### src/rtl/micro_seq_pkg.sv
// Shared definitions for the microprogram sequencer.
//   - NextSel encodings of the control word's sequencing field
//   - sequencer state encodings (legacy-compatible localparam constants)
//   - default control-store address of the fetch routine
package micro_seq_pkg;

    // Sequencing field of the control word
    localparam logic [1:0] SEL_INC   = 2'b00;
    localparam logic [1:0] SEL_IB    = 2'b01;
    localparam logic [1:0] SEL_SB    = 2'b10;
    localparam logic [1:0] SEL_FETCH = 2'b11;

    // Sequencer states
    typedef logic [1:0] seq_state_t;
    localparam seq_state_t ST_HOLD = 2'd0;
    localparam seq_state_t ST_RUN  = 2'd1;
    localparam seq_state_t ST_WAIT = 2'd2;

    localparam int unsigned DEFAULT_FETCH_ADDR = 0;

endpackage

### src/rtl/micro_next_addr.sv
// Combinational next-address generator for the micro-sequencer.
// Selects among increment, conditional skip (+2), IB dispatch, SB dispatch and
// the fetch address. wrap flags an INC/skip that carried out of the uPC width.
// Ports:
//   upc        current control-store address
//   next_sel   sequencing field (SEL_*)
//   cond_skip  skip requested on a zero test
//   zero_flag  registered ALU zero flag
//   ib_addr    decoder instruction-branch address
//   sb_addr    decoder secondary-branch address
//   next_addr  selected next address
//   wrap       increment/skip wrapped modulo 2^ADDR_W
module micro_next_addr
    import micro_seq_pkg::*;
#(
    parameter int unsigned ADDR_W     = 6,
    parameter int unsigned FETCH_ADDR = DEFAULT_FETCH_ADDR
) (
    input  logic [ADDR_W-1:0] upc,
    input  logic [1:0]        next_sel,
    input  logic              cond_skip,
    input  logic              zero_flag,
    input  logic [ADDR_W-1:0] ib_addr,
    input  logic [ADDR_W-1:0] sb_addr,
    output logic [ADDR_W-1:0] next_addr,
    output logic              wrap
);

    logic [ADDR_W:0] inc_sum;
    logic [ADDR_W:0] step;

    // Skip taken when the tested value is non-zero
    always_comb begin
        step = (cond_skip && !zero_flag) ? (ADDR_W+1)'(2) : (ADDR_W+1)'(1);
        inc_sum = {1'b0, upc} + step;
    end

    always_comb begin
        next_addr = upc;
        wrap      = 1'b0;
        case (next_sel)
            SEL_INC: begin
                next_addr = inc_sum[ADDR_W-1:0];
                wrap      = inc_sum[ADDR_W];
            end
            SEL_IB:    next_addr = ib_addr;
            SEL_SB:    next_addr = sb_addr;
            SEL_FETCH: next_addr = ADDR_W'(FETCH_ADDR);
            default:   next_addr = upc;
        endcase
    end

endmodule

### src/rtl/micro_sequencer.sv
// Microprogram sequencer: owns the control-store address register (uPC).
// Optional feature macro: SEQ_STALL_EN enables memory stalls (MemAccess &
// !MemReady freezes uPC, state and wait counter). Without it the memory
// inputs are ignored and Stalled stays 0.
// Ports:
//   ClockInput   rising-edge clock
//   ResetInput   synchronous, active-high reset
//   IB_Address   decoder instruction-branch address
//   SB_Address   decoder secondary-branch address
//   NextSel      sequencing field of the current control word
//   CondSkip     current word requests a skip on a zero test
//   ZeroFlag     registered ALU zero flag
//   MemAccess    current word performs a memory access
//   MemReady     memory completes the access this cycle
//   uPC          control-store address (registered)
//   InstrStart   pulse aligned with uPC loaded from IB_Address
//   Stalled      uPC held for memory this cycle
//   SeqError     sticky increment-wrap error
module micro_sequencer
    import micro_seq_pkg::*;
#(
    parameter int unsigned ADDR_W     = 6,
    parameter int unsigned FETCH_ADDR = DEFAULT_FETCH_ADDR,
    parameter int unsigned IB_WAIT    = 1
) (
    input  logic              ClockInput,
    input  logic              ResetInput,
    input  logic [ADDR_W-1:0] IB_Address,
    input  logic [ADDR_W-1:0] SB_Address,
    input  logic [1:0]        NextSel,
    input  logic              CondSkip,
    input  logic              ZeroFlag,
    input  logic              MemAccess,
    input  logic              MemReady,
    output logic [ADDR_W-1:0] uPC,
    output logic              InstrStart,
    output logic              Stalled,
    output logic              SeqError
);

    // Counter reload value; only used when IB_WAIT > 0
    localparam logic [1:0] WAIT_LOAD = (IB_WAIT == 0) ? 2'd0 : 2'(IB_WAIT - 1);
    localparam logic [ADDR_W-1:0] FETCH_A = ADDR_W'(FETCH_ADDR);

    seq_state_t        state_q, state_d;
    logic [ADDR_W-1:0] upc_q, upc_d;
    logic [1:0]        cnt_q, cnt_d;
    logic              instr_start_q, instr_start_d;
    logic              stalled_q, stalled_d;
    logic              seq_error_q, seq_error_d;

    logic [ADDR_W-1:0] next_addr;
    logic              wrap;
    logic              stall;

`ifdef SEQ_STALL_EN
    assign stall = MemAccess & ~MemReady;
`else
    logic unused_mem;
    assign unused_mem = MemAccess ^ MemReady;
    assign stall      = 1'b0;
`endif

    micro_next_addr #(
        .ADDR_W     (ADDR_W),
        .FETCH_ADDR (FETCH_ADDR)
    ) u_next_addr (
        .upc       (upc_q),
        .next_sel  (NextSel),
        .cond_skip (CondSkip),
        .zero_flag (ZeroFlag),
        .ib_addr   (IB_Address),
        .sb_addr   (SB_Address),
        .next_addr (next_addr),
        .wrap      (wrap)
    );

    always_comb begin
        state_d       = state_q;
        upc_d         = upc_q;
        cnt_d         = cnt_q;
        instr_start_d = 1'b0;
        stalled_d     = 1'b0;
        seq_error_d   = seq_error_q;
        case (state_q)
            ST_HOLD: begin
                upc_d   = FETCH_A;
                state_d = ST_RUN;
            end
            ST_RUN: begin
                if (stall) begin
                    stalled_d = 1'b1;
                end else if (NextSel == SEL_IB && IB_WAIT != 0) begin
                    // uPC holds while the decoder's IB output settles
                    state_d = ST_WAIT;
                    cnt_d   = WAIT_LOAD;
                end else begin
                    upc_d         = next_addr;
                    seq_error_d   = seq_error_q | wrap;
                    instr_start_d = (NextSel == SEL_IB);
                end
            end
            ST_WAIT: begin
                if (stall) begin
                    stalled_d = 1'b1;
                end else if (cnt_q == 2'd0) begin
                    upc_d         = IB_Address;
                    instr_start_d = 1'b1;
                    state_d       = ST_RUN;
                end else begin
                    cnt_d = cnt_q - 2'd1;
                end
            end
            default: begin
                state_d = ST_HOLD;
                upc_d   = FETCH_A;
            end
        endcase
    end

    always_ff @(posedge ClockInput) begin
        if (ResetInput) begin
            state_q       <= ST_HOLD;
            upc_q         <= FETCH_A;
            cnt_q         <= 2'd0;
            instr_start_q <= 1'b0;
            stalled_q     <= 1'b0;
            seq_error_q   <= 1'b0;
        end else begin
            state_q       <= state_d;
            upc_q         <= upc_d;
            cnt_q         <= cnt_d;
            instr_start_q <= instr_start_d;
            stalled_q     <= stalled_d;
            seq_error_q   <= seq_error_d;
        end
    end

    assign uPC        = upc_q;
    assign InstrStart = instr_start_q;
    assign Stalled    = stalled_q;
    assign SeqError   = seq_error_q;

endmodule

### config.mk
export PLATFORM = sky130hd
export DESIGN_NAME = micro_sequencer
export DESIGN_NICKNAME = d
export VERILOG_FILES = /design/src/rtl/micro_seq_pkg.sv /design/src/rtl/micro_next_addr.sv /design/src/rtl/micro_sequencer.sv
export SDC_FILE = /design/constraint.sdc
export NUM_CORES = 1
export LEC_CHECK = 0
export CORE_UTILIZATION = 42
export DETAILED_ROUTE_END_ITERATION = 16
export PLACE_DENSITY_LB_ADDON = 0.15
export SYNTH_ARGS = -nofsm -noshare
export SYNTH_HDL_FRONTEND = slang
export SYNTH_HIERARCHICAL = 1
export SYNTH_SLANG_ARGS = --single-unit
### constraint.sdc
create_clock -name ClockInput -period 2 [get_ports ClockInput]
set_input_delay 0.4 -clock ClockInput [delete_from_list [all_inputs] [get_ports ClockInput]]
set_output_delay 0.4 -clock ClockInput [all_outputs]
set_load 0.1 [all_outputs]
==> results.ini <==
[sta]
post-route-period-util_pct = 96.74
slew_violations = 0
setup_viol = 0
fmax_mhz = 516.9
hold_viol_final = 0
relSlewSlack_pct = 66.35
worst_pin_slew_ns = 0.5048
min_period_ns = 1.935
clock_skew_ns = 0.006452
tns_ns = 0

[setup_path]
regToRegStartpoint = uPC[0]$_SDFFE_PP0P_
crit_arrival_ns = 2.15
reg2reg_to = uPC[4]$_SDFFE_PP0P_
reg2reg_depth = 9
end_kind = register
r2r_setup_slack_ns = 0.10
path_cells = clkdlybuf4s15_1, nand2b_4, ha_4, inv_2, fa_2, nand3b_1, xor2_1, o21ai_1, a22o_1, nand4_1, a21oi_2
cp-start-kind = input port
critical_path.max_stage_delay_ns = 0.35
critPathTopFamily = adder cells
crit_fanout = 2
worstPathRequired_ns = 2.21
worstSetupPathType = input port to register
cp_slowest_cell = fa_2
path_buf_inv = 2

[drt]
wl_per_cell_um = 14.14
dr.first_iter.drc_count = 8
final_antenna_net_count = 0
post-route-drc-count = 0
vias_per_cell = 5.274
routed_wl_mm = 2.475
drt_pass1_iterations = 4
num_vias = 923

[worst_hold_path]
hold_start = cnt_q[1]$_SDFFE_PP0P_
hold_path_class = register to register
whs_endpoint = cnt_q[1]$_SDFFE_PP0P_
whs_path_depth = 2

[pwr]
power.leakage_uw = 0.0005329
switching_share_pct = 44.74
power_frac_comb_pct = 54.0
switching_power_uw = 502.8
peakVddDrop_mv = 0.6415
seqPwrFrac_pct = 28.2
p_total_uw = 1124
power.internal_uw = 621.0
p_clk_share_pct = 17.9
powerDensity_nw_per_um2 = 850.6

[synthesis]
synth_seq_cells = 12
synth-seq-area-share_pct = 24.74
syn_inst = 116
avgSynthCellArea_um2 = 8.370
syn_area_um2 = 970.9
netlist-cell-type-count = 34
syn_nets = 146
ys_warn_count = 6

[status]
run_status = finished, final reports clean

[floorplanning]
num_io_pins = 29
die_y_um = 50.08
start_util_pct = 44.32
die_w_um = 50.08
core-area_um2 = 2191
fp-row-count = 17
dieArea_um2 = 2508

[grt]
met3_usage_pct = 4.012
grt_pass1_vias = 873
grt_pass1_wl_mm = 4.126
antenna_found_initial = 0
grt_start_max_net_pins = 13
grt_use_met2_pct = 37.33
overflow = 0
busiest_layer = met2
grt.total_usage_pct = 21.78
grt_use_met1_pct = 26.92

[run]
drv_cap = 0

[finish]
final_common_cell = clkdlybuf4s50_1
fin_util_pct = 60.31
drive_above_1_share_pct = 23.13
mostFrequentLayoutCells = clkdlybuf4s50_1, buf_4, dfxtp_1, o21ai_0, nand2_1
antenna_cells = 0
nets = 178
fillers = 212
synthToLayoutAreaGrowth_pct = 36.08
postLayoutCellArea_um2 = 1321

[placement]
dpl_cell_area_um2 = 1282
io_buffers = 25
place.gp.congestion = 0.8967
hpwlAfterDp_mm = 1.946

[clocking]
cts_buffers = 3
path_clk_slew_ns = 0.08
cts_tree = yes
htree_levels = 1
cts_buffer_depth = 2
cts.sink_count = 12
clkLatencyLatePin_ns = 0.28
root_buffer = clkbuf_4

power groups by stage:
stage | Combinational, uW | Clock (uW) | Sequential [uW]
2_1_floorplan | 362 | 0 | 418
3_3_place_gp | 589 | 0 | 319
3_5_place_dp | 602 | 0 | 323
4_1_cts | 605 | 205 | 316
5_1_grt | 651 | 218 | 323
6_report | 606 | 201 | 316
how the worst max path moves through the flow:
stage	to	slack (ns)	cells after the start	from
6_report	uPC[4]$_SDFFE_PP0P_	0.07	11	ZeroFlag
5_1_grt	uPC[4]$_SDFFE_PP0P_	-0.03	11	ZeroFlag
2_1_floorplan	uPC[4]$_SDFFE_PP0P_	-0.05	9	uPC[0]$_SDFFE_PP0P_
3_5_place_dp	uPC[4]$_SDFFE_PP0P_	-0.48	11	ZeroFlag
3_3_place_gp	uPC[4]$_SDFFE_PP0P_	-0.40	11	ZeroFlag
4_1_cts	uPC[4]$_SDFFE_PP0P_	0.06	11	CondSkip
Yosys cell counts:
cell	count	share of area, %
buf_6	1	1.2
nor2b_2	1	0.90
and3b_1	1	0.90
nor2_1	5	1.9
a211oi_4	1	2.1
nor2b_1	1	0.64
nand4_1	7	4.5
nand3b_1	3	2.3
a31oi_1	1	0.64
a22oi_1	3	2.3
and2b_4	1	1.0
fa_1	1	2.1
o21ai_1	3	1.5
nor3_2	1	1.0
inv_1	8	3.1
and2_1	1	0.64
nand2b_1	2	1.3
or2_4	1	0.90
xor2_1	4	3.6
a21o_1	2	1.5
buf_4	2	1.5
a22o_1	6	5.4
dfxtp_1	12	25
a21oi_1	8	4.1
buf_2	1	0.51
o21ai_0	10	5.2
and2_4	1	0.90
ha_1	9	12
nand2b_4	1	1.4
conb_1	1	0.39
nand3_1	1	0.51
mux2i_1	5	5.2
nand2_1	10	3.9
clkbuf_2	1	0.51
stage by stage:
stage          instances  hold WS [ns]  worst slack [ns]
6_report             175        0.4673           0.06525
5_1_grt              175        0.4878          -0.03135
4_1_cts              175        0.4712           0.06029
3_5_place_dp         171        0.4598           -0.4830
3_3_place_gp         171        0.4469           -0.4037
2_1_floorplan        116        0.4347          -0.04690
worst reg2reg max path, stage by stage, from the launching register on:
cell and delay (ns):
dfxtp_4 0.38, ha_4 0.14, inv_2 0.04, fa_2 0.35, nand3b_1 0.21, xor2_1 0.18
o21ai_1 0.14, a22o_1 0.14, nand4_1 0.12, a21oi_2 0.14
layout make-up:
class                      count  area (um^2)  area share, %
tap                           28        35.03          2.652
inverter                       8        30.03          2.273
clock buffer                   4        36.28          2.746
timing repair buffer          32        281.5          21.31
multi-input combinational     91        690.7          52.27
sequential                    12        247.7          18.75
logic make-up (layout without fill, tap and decap cells):
| logic type | count (synthesis) | in the layout | share of synthesized area, % |
|---|---|---|---|
| compound gates | 34 | 34 | 22.81 |
| fa+ha+maj | 10 | 10 | 13.66 |
| xor+xnor | 4 | 4 | 3.608 |
| mux | 5 | 5 | 5.155 |
| buf+inv | 13 | 44 | 6.828 |
| simple gates | 37 | 37 | 22.81 |
| other cells | 1 | 1 | 0.3862 |
| flops | 12 | 12 | 24.74 |
timing repair:
| action | in CTS | in global routing |
|---|---|---|
| buffers inserted | 0 | 0 |
| pin swaps | 5 | 4 |
| hold buffers | 0 | 0 |
| gates cloned | 0 | 0 |
| resized for setup | 3 | 5 |
| endpoints found under the setup margin | 6 | 3 |
| hold endpoints to repair | 0 | 0 |
state kept, by name, summed over array words and instances (netlist names):
signal	flops
InstrStart	1
SeqError	1
cnt_q	2
state_q	2
uPC	6
layer usage:
metal,vias to the layer above,share of wire (%)
met2,17,50
met3,4,3.7
met5,-,0
met1,428,45
li1,474,-
met4,0,0.81
Note: power is estimated with default switching activity, not from simulation.
